--- config.mk ---
export PLATFORM = sky130hd
export DESIGN_NAME = risc8_timer16
export DESIGN_NICKNAME = d
export VERILOG_FILES = /design/src/rtl/risc8_timer16.sv
export SDC_FILE = /design/constraint.sdc
export NUM_CORES = 1
export LEC_CHECK = 0
export BUFFER_PORTS_ARGS = -buffer_cell sky130_fd_sc_hd__buf_2
export CORE_MARGIN = 3
export CORE_UTILIZATION = 54
export DETAILED_ROUTE_END_ITERATION = 7
export MAX_ROUTING_LAYER = met4
export PLACE_DENSITY_LB_ADDON = 0.08
export SETUP_SLACK_MARGIN = 0.5
export SLEW_MARGIN = 20
export SYNTH_ARGS = -nofsm -noshare
export SYNTH_HDL_FRONTEND = slang
export SYNTH_SLANG_ARGS = --single-unit
--- constraint.sdc ---
create_clock -name clk -period 3.2 [get_ports clk]
set_clock_uncertainty 0.15 [all_clocks]
set_input_delay 0.16 -clock clk [delete_from_list [all_inputs] [get_ports clk]]
set_output_delay 0.16 -clock clk [all_outputs]
set_load 0.02 [all_outputs]
--- src/rtl/risc8_timer16.sv ---
`default_nettype none
// ============================================================================
//  Module      : risc8_timer16
//  Description : IO-mapped 8/16-bit timer/counter for a small RISC core.
//                Ten-bit prescaler with five clock-select divides, free-run
//                or clear-on-compare counting, overflow and compare flags,
//                level interrupt output. A 16-bit counter is reached over an
//                8-bit bus through a shared TEMP byte: a low-byte read
//                snapshots the high byte, and a high-byte write is staged
//                until the low-byte write commits the full word.
//
//  Ports       : clk    - single clock, all state updates on its rising edge
//                reset  - synchronous active-high reset
//                ren    - IO read strobe
//                wen    - IO write strobe
//                addr   - 7-bit IO address
//                wdata  - 8-bit IO write data
//                rdata  - 8-bit IO read data, registered, held between reads
//                valid  - one-cycle pulse marking rdata valid
//                irq    - interrupt request level
//
//  Register map (offset from BASE):
//                +0 TCNTL  +1 TCNTH  +2 OCRL  +3 OCRH  +4 TCCR  +5 TIFR
//
//  Revision    : 1.0 - initial release
// ============================================================================
module risc8_timer16 #(
  parameter logic [6:0] BASE  = 7'h4A,
  // Counter width; only 8 and 16 are meaningful.
  parameter int         WIDTH = 16
) (
  input  logic       clk,
  input  logic       reset,
  input  logic       ren,
  input  logic       wen,
  input  logic [6:0] addr,
  input  logic [7:0] wdata,
  output logic [7:0] rdata,
  output logic       valid,
  output logic       irq
);

  localparam bit         C_IS16    = (WIDTH == 16);
  localparam logic [6:0] C_A_TCNTL = BASE;
  localparam logic [6:0] C_A_TCNTH = BASE + 7'd1;
  localparam logic [6:0] C_A_OCRL  = BASE + 7'd2;
  localparam logic [6:0] C_A_OCRH  = BASE + 7'd3;
  localparam logic [6:0] C_A_TCCR  = BASE + 7'd4;
  localparam logic [6:0] C_A_TIFR  = BASE + 7'd5;

  // --------------------------------------------------------------------------
  // State
  // --------------------------------------------------------------------------
  logic [WIDTH-1:0] cnt_q,   cnt_d;
  logic [WIDTH-1:0] ocr_q,   ocr_d;
  logic [5:0]       tccr_q,  tccr_d;
  logic             tov_q,   tov_d;
  logic             ocf_q,   ocf_d;
  logic [7:0]       temp_q,  temp_d;
  logic [9:0]       presc_q, presc_d;
  logic [7:0]       rdata_q, rdata_d;
  logic             valid_q, valid_d;

  // --------------------------------------------------------------------------
  // Address decode
  // --------------------------------------------------------------------------
  logic hit_tcntl, hit_tcnth, hit_ocrl, hit_ocrh, hit_tccr, hit_tifr, hit_any;
  logic rd_any, rd_tcntl;
  logic wr_tcntl, wr_tcnth, wr_ocrl, wr_ocrh, wr_tccr, wr_tifr;

  assign hit_tcntl = (addr == C_A_TCNTL);
  assign hit_tcnth = (addr == C_A_TCNTH);
  assign hit_ocrl  = (addr == C_A_OCRL);
  assign hit_ocrh  = (addr == C_A_OCRH);
  assign hit_tccr  = (addr == C_A_TCCR);
  assign hit_tifr  = (addr == C_A_TIFR);
  assign hit_any   = hit_tcntl | hit_tcnth | hit_ocrl | hit_ocrh | hit_tccr | hit_tifr;

  assign rd_any    = ren & hit_any;
  assign rd_tcntl  = ren & hit_tcntl;
  assign wr_tcntl  = wen & hit_tcntl;
  assign wr_tcnth  = wen & hit_tcnth;
  assign wr_ocrl   = wen & hit_ocrl;
  assign wr_ocrh   = wen & hit_ocrh;
  assign wr_tccr   = wen & hit_tccr;
  assign wr_tifr   = wen & hit_tifr;

  // --------------------------------------------------------------------------
  // Zero-extended views so byte selects work for either width.
  // For WIDTH=8 the high bytes are constant zero.
  // --------------------------------------------------------------------------
  logic [15:0] cnt_ext;
  logic [15:0] ocr_ext;
  logic [15:0] wr_word;

  assign cnt_ext = 16'(cnt_q);
  assign ocr_ext = 16'(ocr_q);
  // Full-word write value: staged high byte plus the low byte on the bus.
  // temp_q never leaves zero in the 8-bit build, so this is just wdata there.
  assign wr_word = {temp_q, wdata};

  // --------------------------------------------------------------------------
  // Prescaler
  // --------------------------------------------------------------------------
  logic [2:0] cs;
  logic [9:0] presc_top;
  logic       running;
  logic       tick;

  assign cs = tccr_q[2:0];

  always_comb begin
    presc_top = 10'd0;
    running   = 1'b1;
    case (cs)
      3'd1:    presc_top = 10'd0;
      3'd2:    presc_top = 10'd7;
      3'd3:    presc_top = 10'd63;
      3'd4:    presc_top = 10'd255;
      3'd5:    presc_top = 10'd1023;
      default: running   = 1'b0;
    endcase
  end

  assign tick = running & (presc_q == presc_top);

  always_comb begin
    presc_d = presc_q + 10'd1;
    // A stopped prescaler parks at zero; starting it needs a TCCR write,
    // which clears it anyway, so the parked value is never observable.
    if (wr_tccr || !running || tick) begin
      presc_d = 10'd0;
    end
  end

  // --------------------------------------------------------------------------
  // Counter, compare and flags
  // --------------------------------------------------------------------------
  logic ctc;
  logic tov_set, ocf_set;
  logic tov_clr, ocf_clr;

  assign ctc     = tccr_q[3];
  assign tov_clr = wr_tifr & wdata[0];
  assign ocf_clr = wr_tifr & wdata[1];

  always_comb begin
    cnt_d   = cnt_q;
    tov_set = 1'b0;
    ocf_set = 1'b0;
    if (wr_tcntl) begin
      // CPU write beats a coincident tick; that tick raises no flag.
      cnt_d = WIDTH'(wr_word);
    end else if (tick) begin
      if (ctc) begin
        if (cnt_q == ocr_q) begin
          cnt_d   = '0;
          ocf_set = 1'b1;
        end else begin
          cnt_d = cnt_q + WIDTH'(1);
        end
      end else begin
        cnt_d   = cnt_q + WIDTH'(1);
        ocf_set = (cnt_q == ocr_q);
        tov_set = (cnt_q == '1);
      end
    end
  end

  always_comb begin
    ocr_d = ocr_q;
    if (wr_ocrl) begin
      ocr_d = WIDTH'(wr_word);
    end
  end

  always_comb begin
    temp_d = temp_q;
    if (C_IS16) begin
      if (rd_tcntl) begin
        temp_d = cnt_ext[15:8];
      end else if (wr_tcnth || wr_ocrh) begin
        temp_d = wdata;
      end
    end
  end

  always_comb begin
    tccr_d = tccr_q;
    if (wr_tccr) begin
      tccr_d = wdata[5:0];
    end
  end

  // Set has priority over a coincident clear.
  assign tov_d = (tov_q & ~tov_clr) | tov_set;
  assign ocf_d = (ocf_q & ~ocf_clr) | ocf_set;

  // --------------------------------------------------------------------------
  // Read port
  // --------------------------------------------------------------------------
  always_comb begin
    rdata_d = rdata_q;
    valid_d = rd_any;
    if (rd_any) begin
      if (hit_tcntl) begin
        rdata_d = cnt_ext[7:0];
      end else if (hit_tcnth) begin
        rdata_d = temp_q;
      end else if (hit_ocrl) begin
        rdata_d = ocr_ext[7:0];
      end else if (hit_ocrh) begin
        rdata_d = ocr_ext[15:8];
      end else if (hit_tccr) begin
        rdata_d = {2'b00, tccr_q};
      end else begin
        rdata_d = {6'b000000, ocf_q, tov_q};
      end
    end
  end

  // --------------------------------------------------------------------------
  // Registers
  // --------------------------------------------------------------------------
  always_ff @(posedge clk) begin
    if (reset) begin
      cnt_q   <= '0;
      ocr_q   <= '1;
      tccr_q  <= 6'd0;
      tov_q   <= 1'b0;
      ocf_q   <= 1'b0;
      temp_q  <= 8'd0;
      presc_q <= 10'd0;
      rdata_q <= 8'd0;
      valid_q <= 1'b0;
    end else begin
      cnt_q   <= cnt_d;
      ocr_q   <= ocr_d;
      tccr_q  <= tccr_d;
      tov_q   <= tov_d;
      ocf_q   <= ocf_d;
      temp_q  <= temp_d;
      presc_q <= presc_d;
      rdata_q <= rdata_d;
      valid_q <= valid_d;
    end
  end

  assign rdata = rdata_q;
  assign valid = valid_q;
  assign irq   = (tov_q & tccr_q[5]) | (ocf_q & tccr_q[4]);

endmodule
`default_nettype wire

After elaboration in Yosys (flattened, before gate mapping)
Index checks and enable logic that the tools add are counted.
{ "word_totals": {"n_memories": 0, "romBits": 0, "inputBits": 19, "latch_bits": 0, "word_cells": 78, "output_inout_bits": 10, "register_bits": 67, "mem_bits_rw": 0} }
{ "classes": {"n_mul": 0, "div": 0, "add_sub_neg": 2, "bitwise": 25, "shifts": 0, "eq_ne": 14, "n_reduce_logical": 8, "n_mux": 20, "n_lt_le_gt_ge": 0} }
{ "ops": {"columns": ["cell", "count"], "rows": [
  ["$mux 16", 4],
  ["$mux 8", 6],
  ["$eq 7x7->1 const B", 6],
  ["$pmux 10 s4", 1],
  ["$add 16x1->16 const B", 1],
  ["$eq 16x16->1", 1],
  ["$eq 16x16->1 const B", 1],
  ["$and 1x1->1", 15],
  ["$add 10x1->10 const B", 1],
  ["$eq 10x10->1", 1],
  ["$mux 1", 8],
  ["$or 1x1->1", 8],
  ["$eq 3x2->1 const B", 2],
  ["$eq 3x3->1 const B", 2],
  ["$mux 6", 1],
  ["$reduce_or 5->1", 1],
  ["$reduce_bool 2->1", 2],
  ["$eq 3x1->1 const B", 1],
  ["$logic_or 1x1->1", 3],
  ["$not 1->1", 2],
  ["$reduce_or 2->1", 1],
  ["$logic_not 1->1", 1]
]} }

Logic depth before layout (Yosys ltp)
Gate-level depths: netlist (run 1).
{ "logic_depth": {"depth_word": 7, "ltp_mapped": 9, "depth_no_buf": 7} }

Worst setup path after synthesis (run 1)
OpenSTA, ideal clock, no wires.
{ "synth_timing": {"path_type": "register -> register", "startpoint": "register cnt_q[12], in the netlist cnt_ext[12]", "endpoint": "register cnt_q[0], in the netlist cnt_ext[0]", "stages_incl_launch_ff": 9, "slack_ns": 1.170, "required_ns": 2.917, "arrival_time_ns": 1.747, "n_path_buf": 2, "cell_sequence": "dfxtp_1 -> clkbuf_1 -> xnor2_1 -> nand4_1 -> nor4_2 -> a21oi_2 -> buf_2 -> nand3b_1 -> a31oi_1"} }
{ "synth_via": {"elab_chain_len": 5} }
{ "synth_lines": {"columns": ["element", "line_no", "rtl"], "rows": [
  ["start, declared", "54", "logic [WIDTH-1:0] cnt_q, cnt_d;"],
  ["start signal, assigned", "237", "cnt_q <= cnt_d;"],
  ["$eq 16x16->1", "156", "if (cnt_q == ocr_q) begin"],
  ["$mux 16", "156", null],
  ["$mux 16", "155", "if (ctc) begin"],
  ["$mux 16", "154", "end else if (tick) begin"],
  ["$mux 16", "151", "if (wr_tcntl) begin"]
]} }
Every way passes these cells. The select of a mux whose other input is x is not followed.
A chain may end at the register's enable or synchronous reset.

Final worst setup path (run 1)
{ "layout_timing": {"startpoint": "register cnt_q[9], in the netlist cnt_ext[9]", "endpoint": "register cnt_q[4], in the netlist cnt_ext[4]"} }
The elaborated chain is that of the path after synthesis.

==> qor.csv, run 1 <==
metric,value,unit
synthesized area,0.003730,sq mm
vias post-DR,3543,
critical path cell sequence,xnor2_1 -> nand4_1 -> nor4_2 -> a21oi_2 -> a32oi_1 -> a21oi_1,
global-route wire length before repair,16670,um
worst slew pin tran,0.8237,ns
FF-to-FF End,cnt_ext[4],
gr ovfl total,0,
clock share of power,45.3,%
largest family of logic cells by synthesized area,simple AND/OR/NAND/NOR gates,
simple-gate share of the synthesized area,27.00,%
syn_nets,480,
sequential share of power,48.1,%
sw frac,24.95,%
Post-route DRC,0,
fin util,63.70,%
"FFs w/ async S/R, synth",0,%
Netlist cell types,62,
CP top delay family,simple AND/OR/NAND/NOR gates,
dominant synthesized flop cell,dfxtp_1,
Comb pwr share,6.6,%
post-route setup slack,0.7566,ns
WS Path Type,reg2reg,
clk buf depth,2,
"EDFF count, synth",0,
post-synthesis register bit count,67,
Die Y,89.11,um
CTS Root Cell,clkbuf_8,
GRT Resource Usage Total,28.56,%
PortBufs,28,
hold-fix buffers at CTS,8,
status,finished clean,
Max-cap violations,0,
Mapped Cells,459,
"setup slack, reg-to-reg",0.76,ns
fin area,0.004160,sq mm
area grow syn2layout,11.54,%
CP endpoint kind,register,
crit path max fanout,18,
post_cts resized,0,
Setup TNS Final,0,ns
RSZ-0062 raised after global routing,false,
post-synthesis adder-cell area fraction,0.6709,%
post-CTS setup buffer count,0,
switching pwr,0.4441,mW
synth top area cells,"dfxtp_1 (36%), mux2i_1 (5.6%), nand2_1 (5.5%), nor2_1 (5.3%), xnor2_1 (4.5%)",
hold path depth,3,
Pwr Total,1.780,mW
Pleak,1.627,nW
Core Region,0.006531,sq mm
startpoint types,register,
die area,0.007941,sq mm
max-slew violations,0,
multiplexer area fraction after synthesis,6.340,%
I/O Pins,29,
final cell count without fillers,563,
syn_area_per_cell,8.126,sq um
CTS tree,built,
share of layout cells above drive strength 1,13.17,%
Synth top area share,35.96,%
CTS buffer count,9,
final hold slack,0.05508,ns
Post-synth top cells,"dfxtp_1 (67), nand2_1 (55), nor2_1 (53)",
Starting Density,57.11,%
"Clk Latency, worst-skew pair",0.35,ns
antenna-violating nets left,0,
row cnt,29,
"count leader, synth",dfxtp_1,
Compound-Gate Fraction of Synth Area,19.62,%
largest stage delay on the critical path,0.62,ns
Worst EP required,3.27,ns
Iteration-0 DRC Markers,341,
Final Hold Fails,0,
Hold EP,valid,
Die X,89.11,um
WP data arrival,2.51,ns
final worst path period share,76.36,%
slowest cell on the critical path,nor4_2,
Worst-path clk slew,0.08,ns
pre-CTS setup slack,0.8190,ns
min-delay worst type,in2reg,
Synth Area in XOR/XNOR,5.636,%
Internal,1.336,mW
Max IR drop VDD,0.2978,mV
Clock Sinks,67,
sequential area share after synthesis,35.96,%
Worst Min Path Start,ren,
Slew HR,45.09,%
Initial DRT Pass Iterations,5,
GP Congestion,0.9360,
pwr/cell area,427.9,mW/mm^2
Routed WL,10450,um
Crit path buffers/inverters,0,
initial antenna violation count,0,
final net count,502,
diode count,0,
reg2reg start,cnt_ext[9],
largest net degree at the start of global routing,42,
WL/cell,18.56,um
Synthesis Warnings,0,
cell taking the most area after synthesis,dfxtp_1,
area post-placement,0.003857,sq mm
worst reg2reg path depth,6,
FMAX,409.3,MHz
fin crit period,2.443,ns
dpl hpwl,7283,um
Setup-failing EPs final,0,
Vias per Instance,6.293,
H-tree lvl count,3,
vias in the first global route,3246,
placed cells,539,
-- layout make-up --
| type | instances | area (sq um) |
|---|---|---|
| clock inverters | 7 | 98.84 |
| clock buffers | 9 | 123.9 |
| repair buffers | 41 | 257.7 |
| well taps | 77 | 96.34 |
| multi-input cells | 355 | 2216 |
| flip-flops and latches | 67 | 1341 |
| fillers | 579 | 2371 |
| inverters | 7 | 26.28 |
-- logic make-up after synthesis --
family	Yosys count
compound gates	108
simple gates	198
flops	67
xor+xnor	24
fa+ha+maj	2
mux	23
buf+inv	37
-- how the worst max path moves through the flow --
stage                startpoint    endpoint  cells after the start
CTS                  cnt_ext[9]  cnt_ext[4]                      6
global route        cnt_ext[12]  cnt_ext[4]                      6
finish               cnt_ext[9]  cnt_ext[4]                      6
global placement        addr[4]   temp_q[2]                      7
detailed placement      addr[4]   temp_q[2]                      7
floorplan           cnt_ext[12]  cnt_ext[0]                      8
-- cell usage in the layout, fill, tap and decap left out, drive strengths merged, types with 3 or more instances in the layout --
master       count
o31ai            3
o311ai           3
nor2b            4
nor2            53
nand3b           7
a31oi           12
mux2i           21
a211oi          11
nor3             8
dfxtp           67
a22oi            3
clkinv           3
nand2           55
nand4            8
o21ai           19
o211ai           4
buf             33
and3             5
nand2b           5
inv              8
a221oi           4
a211o            3
o221ai           4
nand4b           6
xor2             5
clkbuf           9
dlygate4sd3      8
xnor2           19
a21oi           27
and2             8
nand3           28
-- registers in the layout, summed over array words and instances, names as in the netlist --
register	flops
ocr_ext	16
tov_q	1
rdata	8
ocf_q	1
cnt_ext	16
valid	1
temp_q	8
tccr_q	6
presc_q	10
-- metal layers --
layer / share of wire (%) / track usage, % / up-vias
met5: 0 / - / -
met4: 1.3 / 9.066 / 0
met3: 6.8 / 5.714 / 15
met2: 47 / 44.94 / 150
met1: 44 / 36.90 / 1673
li1: - / - / 1705
-- power groups by stage --
stage | Clock, mW | Sequential [mW] | Combinational [mW]
after floorplan | 0 | 0.870 | 0.0737
after global placement | 0 | 0.876 | 0.107
after detailed placement | 0 | 0.876 | 0.108
after CTS | 0.814 | 0.857 | 0.116
after global routing | 0.848 | 0.859 | 0.126
final | 0.806 | 0.857 | 0.117
-- tightest hold or removal path: stages --
cell and delay, ns:
buf_2 0.09, o21ai_1 0.15, nor2_1 0.11
No activity file was read; power rests on OpenSTA's default activity.
==> run 2, diff against run 1 <==
Settings changed: ABC_AREA set to 1.
Clock period 3.2 ns to 2.2 ns, I/O delays scaled along.
==> run 2 against run 1 <==
  * Combinational power grew 3%
  * Largest power group unchanged
  * Non-clock buffer count grew 28
  * Largest cell class unchanged
  * Synthesized cell count grew 41%
  * Critical path type unchanged
  * Synthesized area grew 9.9%
  * Cell area grew 20%
==> qor.csv, run 2 <==
metric,value,unit
Comb pwr share,5.0,%
Slew HR,57.38,%
RSZ-0062 raised after global routing,true,
Pleak,2.180,nW
Worst-path clk slew,0.08,ns
crit path max fanout,16,
largest net degree at the start of global routing,36,
synthesized area,0.004100,sq mm
pwr/cell area,479.1,mW/mm^2
vias post-DR,4574,
share of layout cells above drive strength 1,20.87,%
FMAX,541.2,MHz
DR WL met2,5763,um
I/O Pins,29,
Post-synth top cells,"nand2_1 (215), inv_1 (88), dfxtp_1 (67)",
placed cells,771,
Clock Sinks,67,
vias in the first global route,4025,
CTS buffer count,9,
syn_area_per_cell,6.327,sq um
"count leader, synth",nand2_1,
CP endpoint kind,register,
pre-CTS setup slack,0.1969,ns
Post-route DRC,0,
dpl hpwl,9050,um
Synth top area share,32.71,%
Max-cap violations,0,
max-slew violations,0,
H-tree lvl count,3,
Netlist cell types,38,
Final Hold Fails,0,
global-route wire length before repair,20370,um
min-delay worst type,in2reg,
status,finished clean,
Die Y,93.14,um
Starting Density,56.23,%
initial antenna violation count,0,
startpoint types,register,
sequential area share after synthesis,32.71,%
switching pwr,0.5993,mW
synth top area cells,"dfxtp_1 (33%), nand2_1 (20%), inv_1 (8.1%), nand3_1 (6.1%), a21oi_1 (4.3%)",
Synthesis Warnings,0,
clk buf depth,2,
"FFs w/ async S/R, synth",0,%
WL/cell,16.13,um
die area,0.008674,sq mm
Core Region,0.007292,sq mm
CTS tree,built,
Iteration-0 DRC Markers,579,
GP Congestion,0.9283,
"commonest non-fill, non-tap cell in the layout",nand2_1,
most frequent cells in the layout,"nand2_1 (212), inv_1 (82), dfxtp_1 (46)",
Max IR drop VDD,0.3520,mV
post-synthesis register bit count,67,
post-route setup slack,0.3522,ns
clock share of power,44.7,%
slowest cell on the critical path,dfxtp_4,
metal3 WL,1305,um
final net count,730,
Crit path buffers/inverters,3,
Internal,1.798,mW
final hold slack,0.005922,ns
met1 WL,5596,um
Vias per Instance,5.626,
fin crit period,1.848,ns
final worst path period share,83.99,%
row cnt,31,
Setup-failing EPs final,0,
Setup TNS Final,0,ns
sequential share of power,50.3,%
largest stage delay on the critical path,0.40,ns
area grow syn2layout,22.03,%
CTS Root Cell,clkbuf_8,
antenna-violating nets left,0,
PortBufs,28,
WS Path Type,reg2reg,
worst slew pin tran,0.6383,ns
Initial DRT Pass Iterations,6,
dominant synthesized flop cell,dfxtp_1,
WP data arrival,1.98,ns
GRT Resource Usage Total,30.89,%
"EDFF count, synth",0,
diode count,0,
cell taking the most area after synthesis,dfxtp_1,
CP top delay family,simple AND/OR/NAND/NOR gates,
gr ovfl total,0,
Routed WL,13110,um
Worst EP required,2.33,ns
critical path cell sequence,inv_4 -> nor2_4 -> buf_4 -> nand2_1 -> nand2_1 -> nand3_1 -> nor2_4 -> buf_12 -> nand4_1 -> a21oi_2,
top sig layer,met4,
Die X,93.14,um
Mapped Cells,648,
"Clk Latency, worst-skew pair",0.36,ns
sw frac,25.00,%
final cell count without fillers,813,
syn_nets,669,
run 2: repair_timing:
action | in CTS | in global routing
endpoints found under the setup margin | 28 | 28
gates cloned | 0 | 1
hold endpoints to repair | 29 | 0
buffers inserted | 5 | 11
pin swaps | 6 | 16
resized for setup | 38 | 36
hold buffers | 9 | 0
run 2: path summary, 6_finish.rpt:
check,slack [ns],from,end,depth (start not counted)
max,0.35,tccr_q[2],cnt_ext[0],10
min,0.006,ren,valid,3
max reg2reg,0.35,tccr_q[2],cnt_ext[0],10
min reg2reg,0.31,rdata[2],rdata[2],2
run 2: power groups by stage:
| stage | Combinational, mW | Clock [mW] | Sequential (mW) |
|---|---|---|---|
| after global placement | 0.0978 | 0 | 1.25 |
| after global routing | 0.129 | 1.14 | 1.21 |
| after detailed placement | 0.0984 | 0 | 1.25 |
| final | 0.121 | 1.07 | 1.21 |
| after floorplan | 0.0520 | 0 | 1.25 |
| after CTS | 0.113 | 1.07 | 1.21 |
run 2: layout make-up:
class	count	area, sq um
Inverter	95	369.1
Fill cell	688	2288
Clock inverter	6	65.06
Sequential cell	67	1398
Clock buffer	10	137.6
Multi-Input combinational cell	467	2416
Tap cell	99	123.9
Timing Repair Buffer	69	494.2
run 2: logic make-up after synthesis:
logic type / synth area share (%)
AOI/OAI and AO/OA: 12.88
and+or+nand+nor: 39.37
adders and majority gates: 0.6102
DFF: 32.71
xor gates and xnor gates: 2.991
buffers and inverters: 11.44
run 2: stage by stage:
step	power, mW	util, %	cell area [sq um]
after floorplan	1.299	-	4100
after global placement	1.346	59.95	4372
after detailed placement	1.347	59.95	4372
after CTS	2.397	65.85	4802
after global routing	2.474	68.62	5004
final	2.397	68.62	5004
run 2: tightest hold or removal path: stages:
cell	delay, ns
buf_2	0.12
nand2_2	0.17
nor2_1	0.06
run 2: routing by layer:
layer,vias to the layer above,GRT usage (%)
met4,0,10.50
li1,2215,-
met5,-,-
met2,249,46.01
met3,48,7.884
met1,2062,40.96
